--- config.mk ---
export PLATFORM = sky130hd
export DESIGN_NAME = conv_sched
export DESIGN_NICKNAME = d
export VERILOG_FILES = /design/src/rtl/conv_sched_pkg.sv /design/src/rtl/conv_sched_tap_pipe.sv /design/src/rtl/conv_sched.sv
export SDC_FILE = /design/constraint.sdc
export NUM_CORES = 1
export LEC_CHECK = 0
export BUFFER_PORTS_ARGS = -buffer_cell sky130_fd_sc_hd__buf_2
export CAP_MARGIN = 20
export CORE_MARGIN = 5
export CORE_UTILIZATION = 45
export CTS_CLUSTER_DIAMETER = 200
export DETAILED_ROUTE_END_ITERATION = 10
export HOLD_SLACK_MARGIN = 0.1
export SLEW_MARGIN = 20
export SYNTH_ARGS = -nofsm -noshare
export SYNTH_HDL_FRONTEND = slang
export SYNTH_SLANG_ARGS = --single-unit
--- constraint.sdc ---
create_clock -name clk -period 4.43 [get_ports clk]
set_input_delay 1.1075 -clock clk [delete_from_list [all_inputs] [get_ports clk]]
set_output_delay 1.1075 -clock clk [all_outputs]
set_load 0.05 [all_outputs]
--- src/rtl/conv_sched_pkg.sv ---
// Layer constants, derived address widths and shared types for the conv2d
// scheduler and its tap delay line.
package conv_pkg;

   localparam int unsigned IN_H   = 227;
   localparam int unsigned IN_W   = 227;
   localparam int unsigned K      = 11;
   localparam int unsigned STRIDE = 4;
   localparam int unsigned OUT_H  = 55;
   localparam int unsigned OUT_W  = 55;

   localparam int unsigned ROW_W  = $clog2(IN_H);
   localparam int unsigned COL_W  = $clog2(IN_W);
   localparam int unsigned KIDX_W = $clog2(K * K);
   localparam int unsigned OROW_W = $clog2(OUT_H);
   localparam int unsigned OCOL_W = $clog2(OUT_W);

   typedef enum logic [2:0] {
      S_IDLE,
      S_ISSUE,
      S_DRAIN,
      S_WRITE,
      S_DONE
   } conv_state_e;

   typedef struct packed {
      logic valid;
      logic first;
      logic last;
   } tap_t;

endpackage

--- src/rtl/conv_sched_tap_pipe.sv ---
// DEPTH-stage delay line for {valid, first, last} tap markers, cleared by
// reset or a synchronous clear.
module conv_tap_pipe
   import conv_pkg::*;
#(
   parameter int unsigned DEPTH = 1
) (
   input  logic clk,
   input  logic rst,
   input  logic clr_i,
   input  tap_t tap_i,
   output tap_t tap_o
);

   tap_t stage_q [DEPTH];

   always_ff @(posedge clk or posedge rst) begin
      if (rst) begin
         for (int unsigned i = 0; i < DEPTH; i++) stage_q[i] <= '0;
      end else if (clr_i) begin
         for (int unsigned i = 0; i < DEPTH; i++) stage_q[i] <= '0;
      end else begin
         stage_q[0] <= tap_i;
         for (int unsigned i = 1; i < DEPTH; i++) stage_q[i] <= stage_q[i-1];
      end
   end

   assign tap_o = stage_q[DEPTH-1];

endmodule

--- src/rtl/conv_sched.sv ---
// Raster-order scheduler for a single-MAC stride conv2d: issues buffer/ROM
// reads per tap, aligns accumulator controls and hands off each result.
module conv_sched #(
   parameter int unsigned IN_H   = conv_pkg::IN_H,
   parameter int unsigned IN_W   = conv_pkg::IN_W,
   parameter int unsigned K      = conv_pkg::K,
   parameter int unsigned STRIDE = conv_pkg::STRIDE,
   parameter int unsigned OUT_H  = conv_pkg::OUT_H,
   parameter int unsigned OUT_W  = conv_pkg::OUT_W,
   parameter int unsigned RD_LAT = 1
) (
   input  logic                     clk,
   input  logic                     rst,
   input  logic                     start,
   input  logic                     abort,
   output logic                     busy,
   output logic                     done,
   output logic                     in_rd_en,
   output logic [$clog2(IN_H)-1:0]  in_rd_row,
   output logic [$clog2(IN_W)-1:0]  in_rd_col,
   output logic                     k_rd_en,
   output logic [$clog2(K*K)-1:0]   k_rd_idx,
   output logic                     mac_en,
   output logic                     mac_clr,
   output logic                     mac_last,
   output logic                     out_valid,
   input  logic                     out_ready,
   output logic [$clog2(OUT_H)-1:0] out_row,
   output logic [$clog2(OUT_W)-1:0] out_col
);
   import conv_pkg::*;

   localparam int unsigned RW  = $clog2(IN_H);
   localparam int unsigned CW  = $clog2(IN_W);
   localparam int unsigned IW  = $clog2(K * K);
   localparam int unsigned OYW = $clog2(OUT_H);
   localparam int unsigned OXW = $clog2(OUT_W);
   localparam int unsigned MW  = (K > 1) ? $clog2(K) : 1;
   localparam int unsigned DW  = $clog2(RD_LAT + 1);

   localparam logic [MW-1:0]  K_LAST  = MW'(K - 1);
   localparam logic [RW-1:0]  STEP_R  = RW'(STRIDE);
   localparam logic [CW-1:0]  STEP_C  = CW'(STRIDE);
   localparam logic [OYW-1:0] OY_LAST = OYW'(OUT_H - 1);
   localparam logic [OXW-1:0] OX_LAST = OXW'(OUT_W - 1);
   localparam logic [DW-1:0]  DR_LAST = DW'(RD_LAT);

   if ((OUT_H - 1) * STRIDE + K > IN_H || (OUT_W - 1) * STRIDE + K > IN_W) begin : g_bad_geometry
      $error("conv_sched: output geometry does not fit the input");
   end

   conv_state_e    state_q;
   logic [OYW-1:0] oy_q;
   logic [OXW-1:0] ox_q;
   logic [MW-1:0]  m_q, n_q;
   logic [RW-1:0]  row_base_q, rd_row_q;
   logic [CW-1:0]  col_base_q, rd_col_q;
   logic [IW-1:0]  kidx_q;
   logic [DW-1:0]  drain_q;
   logic           rd_en_q, out_valid_q, busy_q, done_q;
   tap_t           tap_d, tap_q;

   always_ff @(posedge clk or posedge rst) begin
      if (rst) begin
         state_q     <= S_IDLE;
         oy_q        <= '0;
         ox_q        <= '0;
         m_q         <= '0;
         n_q         <= '0;
         row_base_q  <= '0;
         col_base_q  <= '0;
         rd_row_q    <= '0;
         rd_col_q    <= '0;
         kidx_q      <= '0;
         drain_q     <= '0;
         rd_en_q     <= 1'b0;
         out_valid_q <= 1'b0;
         busy_q      <= 1'b0;
         done_q      <= 1'b0;
      end else if (abort) begin
         state_q     <= S_IDLE;
         oy_q        <= '0;
         ox_q        <= '0;
         m_q         <= '0;
         n_q         <= '0;
         row_base_q  <= '0;
         col_base_q  <= '0;
         rd_row_q    <= '0;
         rd_col_q    <= '0;
         kidx_q      <= '0;
         drain_q     <= '0;
         rd_en_q     <= 1'b0;
         out_valid_q <= 1'b0;
         busy_q      <= 1'b0;
         done_q      <= 1'b0;
      end else begin
         done_q <= 1'b0;
         unique case (state_q)
            S_IDLE: begin
               if (start) begin
                  state_q    <= S_ISSUE;
                  oy_q       <= '0;
                  ox_q       <= '0;
                  m_q        <= '0;
                  n_q        <= '0;
                  row_base_q <= '0;
                  col_base_q <= '0;
                  rd_row_q   <= '0;
                  rd_col_q   <= '0;
                  kidx_q     <= '0;
                  rd_en_q    <= 1'b1;
                  busy_q     <= 1'b1;
               end
            end
            S_ISSUE: begin
               // Final tap leaves every counter at its terminal value.
               if (n_q != K_LAST) begin
                  n_q      <= n_q + MW'(1);
                  rd_col_q <= rd_col_q + CW'(1);
                  kidx_q   <= kidx_q + IW'(1);
               end else if (m_q != K_LAST) begin
                  n_q      <= '0;
                  m_q      <= m_q + MW'(1);
                  rd_col_q <= col_base_q;
                  rd_row_q <= rd_row_q + RW'(1);
                  kidx_q   <= kidx_q + IW'(1);
               end else begin
                  state_q <= S_DRAIN;
                  rd_en_q <= 1'b0;
                  drain_q <= '0;
               end
            end
            S_DRAIN: begin
               if (drain_q == DR_LAST) begin
                  state_q     <= S_WRITE;
                  out_valid_q <= 1'b1;
               end else begin
                  drain_q <= drain_q + DW'(1);
               end
            end
            S_WRITE: begin
               if (out_ready) begin
                  // Next-window defaults first; the final branch overrides them.
                  out_valid_q <= 1'b0;
                  state_q     <= S_ISSUE;
                  rd_en_q     <= 1'b1;
                  m_q         <= '0;
                  n_q         <= '0;
                  kidx_q      <= '0;
                  rd_row_q    <= row_base_q;
                  if (ox_q != OX_LAST) begin
                     ox_q       <= ox_q + OXW'(1);
                     col_base_q <= col_base_q + STEP_C;
                     rd_col_q   <= col_base_q + STEP_C;
                  end else if (oy_q != OY_LAST) begin
                     ox_q       <= '0;
                     oy_q       <= oy_q + OYW'(1);
                     col_base_q <= '0;
                     rd_col_q   <= '0;
                     row_base_q <= row_base_q + STEP_R;
                     rd_row_q   <= row_base_q + STEP_R;
                  end else begin
                     state_q  <= S_DONE;
                     rd_en_q  <= 1'b0;
                     rd_row_q <= rd_row_q;
                     done_q   <= 1'b1;
                     busy_q   <= 1'b0;
                  end
               end
            end
            S_DONE: begin
               state_q <= S_IDLE;
            end
            default: begin
               state_q <= S_IDLE;
            end
         endcase
      end
   end

   always_comb begin
      tap_d       = '0;
      tap_d.valid = rd_en_q;
      tap_d.first = rd_en_q && (kidx_q == '0);
      tap_d.last  = rd_en_q && (m_q == K_LAST) && (n_q == K_LAST);
   end

   conv_tap_pipe #(
      .DEPTH (RD_LAT)
   ) u_tap_pipe (
      .clk   (clk),
      .rst   (rst),
      .clr_i (abort),
      .tap_i (tap_d),
      .tap_o (tap_q)
   );

   assign busy      = busy_q;
   assign done      = done_q;
   assign in_rd_en  = rd_en_q;
   assign k_rd_en   = rd_en_q;
   assign in_rd_row = rd_row_q;
   assign in_rd_col = rd_col_q;
   assign k_rd_idx  = kidx_q;
   assign mac_en    = tap_q.valid;
   assign mac_clr   = tap_q.first;
   assign mac_last  = tap_q.last;
   assign out_valid = out_valid_q;
   assign out_row   = oy_q;
   assign out_col   = ox_q;

endmodule

==> flow_metrics.py, run 1 <==
metrics = {
    "yosys": {
        "synth_top_flop_cell": "dfrtp_1",
        "yosysWarningCount": 0,
        "syn_avg_cell_area_um2": 8.96,
        "ys_seq_elements": 68,
        "yosys.area.top_type": "dfrtp_1",
        "synth_edf_count": 0,
        "synth_top_area_share_pct": 43.3,
        "ys_top_cells_by_area": "dfrtp_1, o21ai_0, ha_1",
        "yosysUniqueCellTypes": 66,
        "synthArstFlopShare_pct": 100,
        "synth-seq-area-share_pct": 43.3,
        "syn_nets": 457,
        "synth_area_mm2": 0.00393,
        "postSynthCellCount": 438,
    },
    "drt": {
        "wl_met1_um": 4640,
        "drtIter0Drc": 244,
        "wirelength_um": 9800,
        "route.detailed.drc": 0,
        "firstDrtPassIters": 7,
        "routed.top_layer": "met4",
        "routed-wl-met2_um": 4660,
        "avgViaCountPerCell": 5.73,
        "wl_per_cell_um": 16.6,
        "antenna_left": 0,
        "routed-via-count": 3388,
        "dr_wl_met3_um": 458,
    },
    "placed_design": {
        "port_buffers": 47,
        "place_area_mm2": 0.00421,
        "gp_congestion": 0.856,
        "dp_hpwl_um": 7100,
    },
    "global_route": {
        "globalRoute.totalOverflow": 0,
        "grt_antenna_before_repair": 0,
        "grt_pass1_vias": 3104,
        "grt_max_degree": 47,
        "grt_pass1_wl_um": 16200,
        "track_usage_pct": 19.6,
    },
    "critical_path": {
        "critPathLaunchType": "input pin",
        "crit_fanout": 15,
        "path_class": "in -> reg",
        "crit_chain": "buf_2 -> and2_1 -> a221o_1 -> o21ai_0 -> or4_1 -> nand3_1",
        "critPathMaxStageDelay_ns": 0.61,
        "cp-end-kind": "flip-flop",
        "cp-startpoint": "out_ready",
        "slowest_stage": "a221o_1",
        "arrival_ns": 3.27,
        "r2r-start": "state_q[0]",
        "worstPathRequired_ns": 4.71,
    },
    "die": {
        "dieArea_mm2": 0.0107,
        "io-pin-count": 48,
        "die_h_um": 103,
        "core_area_mm2": 0.00859,
        "start_util_pct": 45.7,
        "fp-row-count": 34,
        "chipWidth_um": 103,
    },
    "timing": {
        "fin_crit_ns": 2.98,
        "tightest_slew_ns": 0.979,
        "hold_ws_ns": 0.492,
        "fin_crit_sh_pct": 67.4,
        "skew_ns": 0.00671,
        "maxSlewViolCount": 0,
        "hold_violations": 0,
        "finalSetupTns_ns": 0,
        "rsz0062_at_grt": "no",
        "fmax_mhz": 335,
        "slew_headroom_pct": 34.0,
        "setup_violations": 0,
    },
    "hold_path": {
        "hold_class": "reg -> reg",
        "worstHoldStart": "k_rd_idx[6]",
    },
    "power": {
        "ir_drop_v": 0.000202,
        "p_leak_nw": 1.97,
        "pwr-share-seq_pct": 40.5,
        "swShare_pct": 37.5,
        "p_sw_mw": 0.684,
        "cellInternalPower_mw": 1.14,
        "combPwrFrac_pct": 27.9,
        "pwr-share-clk_pct": 31.7,
        "p_per_area_mw_per_mm2": 412,
    },
    "clock_network": {
        "cts_tree": "yes",
        "clk_latency_ns": 0.35,
        "hold_buffers": 0,
        "numCtsBuffers": 9,
        "cts_resized": 0,
        "clk_pin_slew_ns": 0.08,
        "htreeDepth": 3,
        "clockBufferDepth": 2,
        "cts_root_buf": "clkbuf_8",
        "cts_sinks": 68,
        "cts_setup_buffers": 0,
    },
    "finish": {
        "diodes": 0,
        "final_util_pct": 51.6,
        "drive_gt1_share_pct": 17.2,
        "nNetsFinal": 497,
        "areaGrowthSynthToFinish_pct": 13.0,
        "final_area_mm2": 0.00444,
    },
    "flow_run": {
        "max_cap_viol_count": 0,
    },
    "outcome": {
        "outcome": "finished clean",
    },
}
==> flip-flops by register name, summed over array words and instances, names as in the netlist, 3 cells and up <==
register,flops
out_row,6
in_rd_row,8
n_q,4
row_base_q,6
in_rd_col,8
out_col,6
u_tap_pipe.tap_o,3
m_q,4
state_q,3
col_base_q,8
k_rd_idx,7
==> critical path, delay by kind of cell <==
kind | cells | cell delay, ns
compound gates | 2 | 1.16
buf+inv | 1 | 0.10
simple gates | 3 | 0.90
==> power groups by stage <==
stage / combinational [mW] / sequential [mW] / clock [mW]
after global routing: 0.561 / 0.748 / 0.627
after detailed placement: 0.511 / 0.750 / 0
after global placement: 0.503 / 0.748 / 0
final: 0.509 / 0.739 / 0.578
after CTS: 0.513 / 0.738 / 0.592
after floorplan: 0.328 / 0.816 / 0
==> cells in the final DEF (no fill, tap or decap), types with 3 or more instances in the layout <==
| cell | instances |
|---|---|
| dfrtp_1 | 68 |
| buf_2 | 47 |
| nand2_1 | 45 |
| nor2_1 | 43 |
| o21ai_0 | 41 |
| nand3_1 | 25 |
| xnor2_1 | 16 |
| nor3_1 | 15 |
| inv_1 | 15 |
| ha_1 | 14 |
| a21oi_1 | 12 |
| clkbuf_8 | 10 |
| xor2_1 | 8 |
| o31ai_1 | 7 |
| and3_1 | 7 |
| a31oi_1 | 6 |
| nand3b_1 | 5 |
| nor4_1 | 5 |
| o21ai_1 | 5 |
| nand2b_1 | 5 |
| and2_1 | 4 |
| nor2b_1 | 4 |
| or2_2 | 4 |
| nand4_1 | 4 |
| o32a_1 | 4 |
| or4_1 | 4 |
| o22ai_1 | 4 |
| o41ai_1 | 3 |
| clkinvlp_4 | 3 |
==> synth_stat cells (3+ instances only) <==
library cell and instances:
a21oi_1 12, a31oi_1 6, and2_1 4, and3_1 7
buf_2 4, buf_4 4, clkbuf_1 10, dfrtp_1 68
ha_1 14, inv_1 16, nand2_1 45, nand2b_1 5
nand3_1 25, nand3b_1 5, nand4_1 4, nor2_1 43
nor2b_1 4, nor3_1 15, nor4_1 5, o21ai_0 41
o21ai_1 5, o22ai_1 4, o31ai_1 7, o32a_1 4
o41ai_1 3, or2_2 4, or4_1 4, xnor2_1 16
xor2_1 8
==> worst paths after layout <==
kind                            slack, ns  cells past startpoint                   to
max in group asynchronous            2.76                      3         in_rd_row[7]
worst min register to register       0.49                      1  u_tap_pipe.tap_o[1]
worst min-delay path                 0.49                      1  u_tap_pipe.tap_o[1]
worst max-delay path                 1.45                      6           out_row[4]
worst max register to register       1.62                      5           out_row[4]
min in group asynchronous            0.88                      2           out_row[3]
==> routing by layer <==
metal,up-vias,track usage (%)
met3,5,4.76
met4,0,4.18
li1,1661,-
met1,1645,27.9
met5,-,0
met2,77,30.5
==> cells by family (layout without fill, tap and decap cells) <==
family	Yosys count	count (layout)	synth area share [%]
fa+ha+maj	14	14	4.46
flops	68	68	43.3
simple gates	188	188	24.7
xor+xnor	24	24	5.35
compound gates	106	106	17.5
buf+inv	36	81	4.14
mux	2	2	0.542
==> stage by stage <==
stage               setup WS [ns]  cells  power (mW)
floorplan                    1.61    438        1.14
global placement             1.19    575        1.25
detailed placement           1.09    575        1.26
CTS                          1.44    591        1.84
global route                 1.31    591        1.94
finish                       1.45    591        1.83
==> final cells by class <==
cell class / instances / area (um2)
Fill cell: 838 / 4160
Multi-Input combinational cell: 334 / 2060
Sequential cell: 68 / 1700
Timing Repair Buffer: 49 / 250
Clock buffer: 10 / 138
Tap cell: 108 / 135
Clock inverter: 6 / 87.6
Inverter: 16 / 61.3
Power figures use the tool's default switching activity.
==> run 2, diff against run 1 <==
--- a/config.mk
+++ b/config.mk
@@ -12,6 +12,7 @@
 export CTS_CLUSTER_DIAMETER = 200
 export DETAILED_ROUTE_END_ITERATION = 10
 export HOLD_SLACK_MARGIN = 0.1
+export PLACE_DENSITY = 0.67
 export SLEW_MARGIN = 20
 export SYNTH_ARGS = -nofsm -noshare
 export SYNTH_HDL_FRONTEND = slang
==> constraint.sdc (replaced) <==
create_clock -name clk -period 2.4 [get_ports clk]
set_input_delay 0.6 -clock clk [delete_from_list [all_inputs] [get_ports clk]]
set_output_delay 0.6 -clock clk [all_outputs]
set_load 0.05 [all_outputs]
==> flow_metrics.py, run 2 (synthesis results as in run 1) <==
metrics = {
    "die": {
        "die_h_um": 103,
        "io-pin-count": 48,
        "core_area_mm2": 0.00859,
        "fp-row-count": 34,
        "start_util_pct": 45.7,
        "dieArea_mm2": 0.0107,
        "chipWidth_um": 103,
    },
    "finish": {
        "drive_gt1_share_pct": 19.8,
        "areaGrowthSynthToFinish_pct": 16.3,
        "diodes": 0,
        "ff_latch_area_mm2": 0.00170,
        "final_common_cell": "dfrtp_1",
        "final_area_mm2": 0.00457,
        "final_cell_mix": "dfrtp_1, buf_2, nand2_1",
        "multi_input_area_mm2": 0.00206,
        "nFillCells": 835,
        "nNetsFinal": 514,
    },
    "critical_path": {
        "cpLargestDelayFamily": "simple AND/OR/NAND/NOR gates",
        "critPathLaunchType": "flip-flop",
        "critPathMaxStageDelay_ns": 0.62,
        "slowest_stage": "dfrtp_1",
        "cp-end-kind": "flip-flop",
        "path_class": "reg -> reg",
        "worstPathRequired_ns": 2.68,
        "worst-path-buf-inv": 0,
        "crit_fanout": 16,
        "crit_chain": "and2_1 -> a221o_1 -> o21ai_0 -> or4_1 -> nand3_1",
        "r2r-start": "state_q[0]",
        "cp-startpoint": "state_q[0]",
        "arrival_ns": 2.43,
    },
    "power": {
        "p_leak_nw": 2.06,
        "total_power_mw": 3.43,
        "p_per_area_mw_per_mm2": 752,
        "ir_drop_v": 0.000323,
    },
    "timing": {
        "tightest_slew_ns": 0.647,
        "fin_crit_sh_pct": 89.6,
        "hold_ws_ns": 0.302,
        "hold_violations": 0,
        "rsz0062_at_grt": "no",
        "finalSetupTns_ns": 0,
        "fmax_mhz": 465,
        "slew_headroom_pct": 56.4,
        "skew_ns": 0.0121,
        "setup_violations": 0,
        "fin_crit_ns": 2.15,
        "maxSlewViolCount": 0,
    },
    "drt": {
        "avgViaCountPerCell": 5.71,
        "routed-via-count": 3472,
        "firstDrtPassIters": 5,
        "antenna_left": 0,
        "drtIter0Drc": 210,
        "wl_per_cell_um": 16.2,
        "route.detailed.drc": 0,
        "wirelength_um": 9840,
    },
    "global_route": {
        "grt_pass1_wl_um": 16500,
        "grt_antenna_before_repair": 0,
        "grt_pass1_vias": 3376,
        "grt_max_degree": 69,
        "globalRoute.totalOverflow": 0,
        "track_usage_pct": 20.0,
    },
    "placed_design": {
        "place_area_mm2": 0.00435,
        "dp_hpwl_um": 7290,
        "gp_congestion": 0.877,
        "port_buffers": 47,
    },
    "clock_network": {
        "clk_latency_ns": 0.35,
        "cts_setup_buffers": 0,
        "clk_pin_slew_ns": 0.07,
        "cts_sinks": 68,
        "numCtsBuffers": 9,
        "cts_resized": 0,
        "cts_root_buf": "clkbuf_8",
        "htreeDepth": 3,
        "cts_tree": "yes",
        "clockBufferDepth": 2,
        "hold_buffers": 0,
    },
    "outcome": {
        "outcome": "finished clean",
    },
    "hold_path": {
        "hold_class": "in -> async",
    },
    "flow_run": {
        "max_cap_viol_count": 0,
    },
}
[run 2: cell count changes in the layout (fill, tap and decap cells not counted)]
cell and change:
clkbuf_1 +1, clkinvlp_4 -3, inv_2 +1, buf_4 +16
buf_12 +1, clkinv_2 +1
[run 2: cell type report]
type	instances	share of cell area [%]
sequential	68	37.3
multi-input combinational	334	45.2
clock buffer	11	3.10
timing repair buffer	66	8.55
inverter	16	1.32
tap	108	2.96
clock inverter	5	1.64
[run 2: worst paths after layout]
kind,depth (start not counted),slack (ns),to
max,5,0.25,out_row[4]
min,3,0.30,m_q[2]
max reg2reg,5,0.25,out_row[4]
min reg2reg,1,0.48,u_tap_pipe.tap_o[1]
max in group asynchronous,3,1.78,out_valid
min in group clk,1,0.48,u_tap_pipe.tap_o[1]
[run 2: power breakdown]
group	switching [mW]	total [mW]	internal, mW
sequential	0.134	1.36	1.23
clock	0.448	1.06	0.609
combinational	0.686	1.01	0.325
[run 2: metrics by stage]
step | instances | worst slack [ns] | util [%]
2_1_floorplan | 438 | 0.0885 | -
3_3_place_gp | 592 | 0.167 | 50.6
3_5_place_dp | 592 | 0.174 | 50.6
4_1_cts | 608 | 0.237 | 53.1
5_1_grt | 608 | 0.0978 | 53.1
6_report | 608 | 0.251 | 53.1
[run 2: per-layer routing]
layer  global-route usage [%]  part of all wire [%]  up-vias
met3                     4.90                   5.6       13
met2                     32.5                    47       96
li1                         -                     -     1695
met5                        0                     0        -
met4                     6.37                   1.2        0
met1                     26.2                    46     1668
[run 2: tightest hold or removal path, stage by stage]
cell,delay [ns]
buf_2,0.10
inv_2,0.06
buf_12,0.30
==> run 3, diff against run 2 <==
--- a/config.mk
+++ b/config.mk
@@ -11,7 +11,7 @@
 export CORE_UTILIZATION = 45
 export CTS_CLUSTER_DIAMETER = 200
 export DETAILED_ROUTE_END_ITERATION = 10
-export HOLD_SLACK_MARGIN = 0.1
+export GPL_TIMING_DRIVEN = 0
 export PLACE_DENSITY = 0.67
 export SLEW_MARGIN = 20
 export SYNTH_ARGS = -nofsm -noshare
==> flow_metrics.py, run 3 (synthesis results as in run 1) <==
metrics = {
    "timing": {
        "maxSlewViolCount": 0,
        "fin_crit_ns": 2.21,
        "fin_crit_sh_pct": 92.3,
        "setup_violations": 0,
        "hold_ws_ns": 0.229,
        "slew_headroom_pct": 55.6,
        "skew_ns": 0.0117,
        "hold_violations": 0,
        "rsz0062_at_grt": "no",
        "tightest_slew_ns": 0.658,
        "fmax_mhz": 452,
    },
    "critical_path": {
        "worstPathRequired_ns": 2.62,
        "cp-end-kind": "flip-flop",
        "critPathLaunchType": "flip-flop",
        "crit_fanout": 10,
        "arrival_ns": 2.43,
        "path_class": "reg -> reg",
    },
    "placed_design": {
        "dp_hpwl_um": 7280,
        "port_buffers": 47,
        "gp_congestion": 0.887,
    },
    "die": {
        "die_h_um": 103,
        "io-pin-count": 48,
        "dieArea_mm2": 0.0107,
        "chipWidth_um": 103,
        "start_util_pct": 45.7,
        "fp-row-count": 34,
        "core_area_mm2": 0.00859,
    },
    "flow_run": {
        "max_cap_viol_count": 0,
    },
    "clock_network": {
        "clockBufferDepth": 2,
        "hold_buffers": 0,
        "numCtsBuffers": 9,
        "htreeDepth": 3,
        "clk_pin_slew_ns": 0.08,
        "cts_resized": 0,
        "clk_latency_ns": 0.34,
        "cts_setup_buffers": 0,
        "cts_sinks": 68,
        "cts_root_buf": "clkbuf_8",
        "cts_tree": "yes",
    },
    "finish": {
        "nNetsFinal": 516,
        "final_common_cell": "dfrtp_1",
        "final_cell_mix": "dfrtp_1, buf_2, nand2_1",
        "areaGrowthSynthToFinish_pct": 14.4,
        "final_util_pct": 52.3,
        "drive_gt1_share_pct": 18.9,
        "diodes": 0,
    },
    "power": {
        "ir_drop_v": 0.000297,
        "combPwrFrac_pct": 32.4,
        "p_sw_mw": 1.27,
        "p_leak_nw": 2.03,
        "pwr-share-seq_pct": 41.6,
        "swShare_pct": 39.7,
        "pwr-share-clk_pct": 26.0,
        "p_per_area_mw_per_mm2": 714,
        "cellInternalPower_mw": 1.93,
    },
    "drt": {
        "firstDrtPassIters": 4,
        "antenna_left": 0,
        "routed-via-count": 3449,
        "drtIter0Drc": 173,
        "wl_per_cell_um": 16.1,
        "avgViaCountPerCell": 5.65,
        "wirelength_um": 9840,
        "route.detailed.drc": 0,
    },
    "global_route": {
        "grt_max_degree": 42,
        "grt_pass1_wl_um": 16400,
        "grt_antenna_before_repair": 0,
        "track_usage_pct": 19.7,
        "grt_pass1_vias": 3282,
        "globalRoute.totalOverflow": 0,
    },
    "hold_path": {
        "hold_class": "in -> async",
    },
    "outcome": {
        "outcome": "finished clean",
    },
}
run 3: cell types whose count changed in the layout (fill, tap and decap cells not counted), moves of 2 or more:
cell       before  now
buf_2          47   51
clkbuf_2        0    3
buf_4          18    4
bufinv_16       2    0
clkbuf_1        1    7
clkinv_2        3    6
run 3: layout make-up:
class / instances / area, um2
clock inverter: 6 / 30.0
sequential: 68 / 1700
timing repair buffer: 48 / 255
multi-input combinational: 334 / 2060
fill: 796 / 4100
inverter: 16 / 62.6
buffer: 20 / 106
tap: 108 / 135
clock buffer: 10 / 138
run 3: worst max-delay path: stages, from the launching register on:
cell and delay [ns]:
dfrtp_1 0.34, buf_4 0.17, nand4bb_1 0.12, buf_4 0.19, nor4_1 0.59, or3_1 0.19, buf_2 0.19, or2_4 0.19
o22ai_1 0.09
run 3: metrics by stage:
stage | total power [mW] | worst slack, ns | instances | area (um2) | TNS [ns]
global route | 3.39 | 0.0422 | 610 | 4490 | 0
CTS | 3.23 | 0.0948 | 610 | 4490 | 0
detailed placement | 2.39 | -0.108 | 594 | 4320 | -0.813
global placement | 2.37 | -0.828 | 593 | 4300 | -56.57
floorplan | 2.11 | 0.0885 | 438 | 3930 | 0
finish | 3.21 | 0.186 | 610 | 4490 | 0
run 3: metal layers:
layer  vias up  GRT usage (%)  part of all wire (%)
met5         -              0                     0
met4         0           7.07                   1.4
met3        11           2.48                   4.2
met2        72           30.9                    47
met1      1663           27.9                    47
li1       1703              -                     -
run 3: power groups by stage:
stage	Combinational, mW	Clock, mW	Sequential (mW)
finish	1.04	0.833	1.33
global route	1.14	0.903	1.35
CTS	1.04	0.854	1.33
detailed placement	1.04	0	1.35
global placement	1.01	0	1.35
floorplan	0.606	0	1.51
run 3: path summary, 6_finish.rpt:
kind,start,end,slack (ns),cells past startpoint
max,state_q[1],in_rd_row[6],0.19,8
min,rst,k_rd_idx[6],0.23,2
max reg2reg,state_q[1],in_rd_row[6],0.19,8
min reg2reg,col_base_q[0],col_base_q[0],0.50,1
max in group asynchronous,rst,out_col[5],1.61,3
min in group clk,col_base_q[0],col_base_q[0],0.50,1
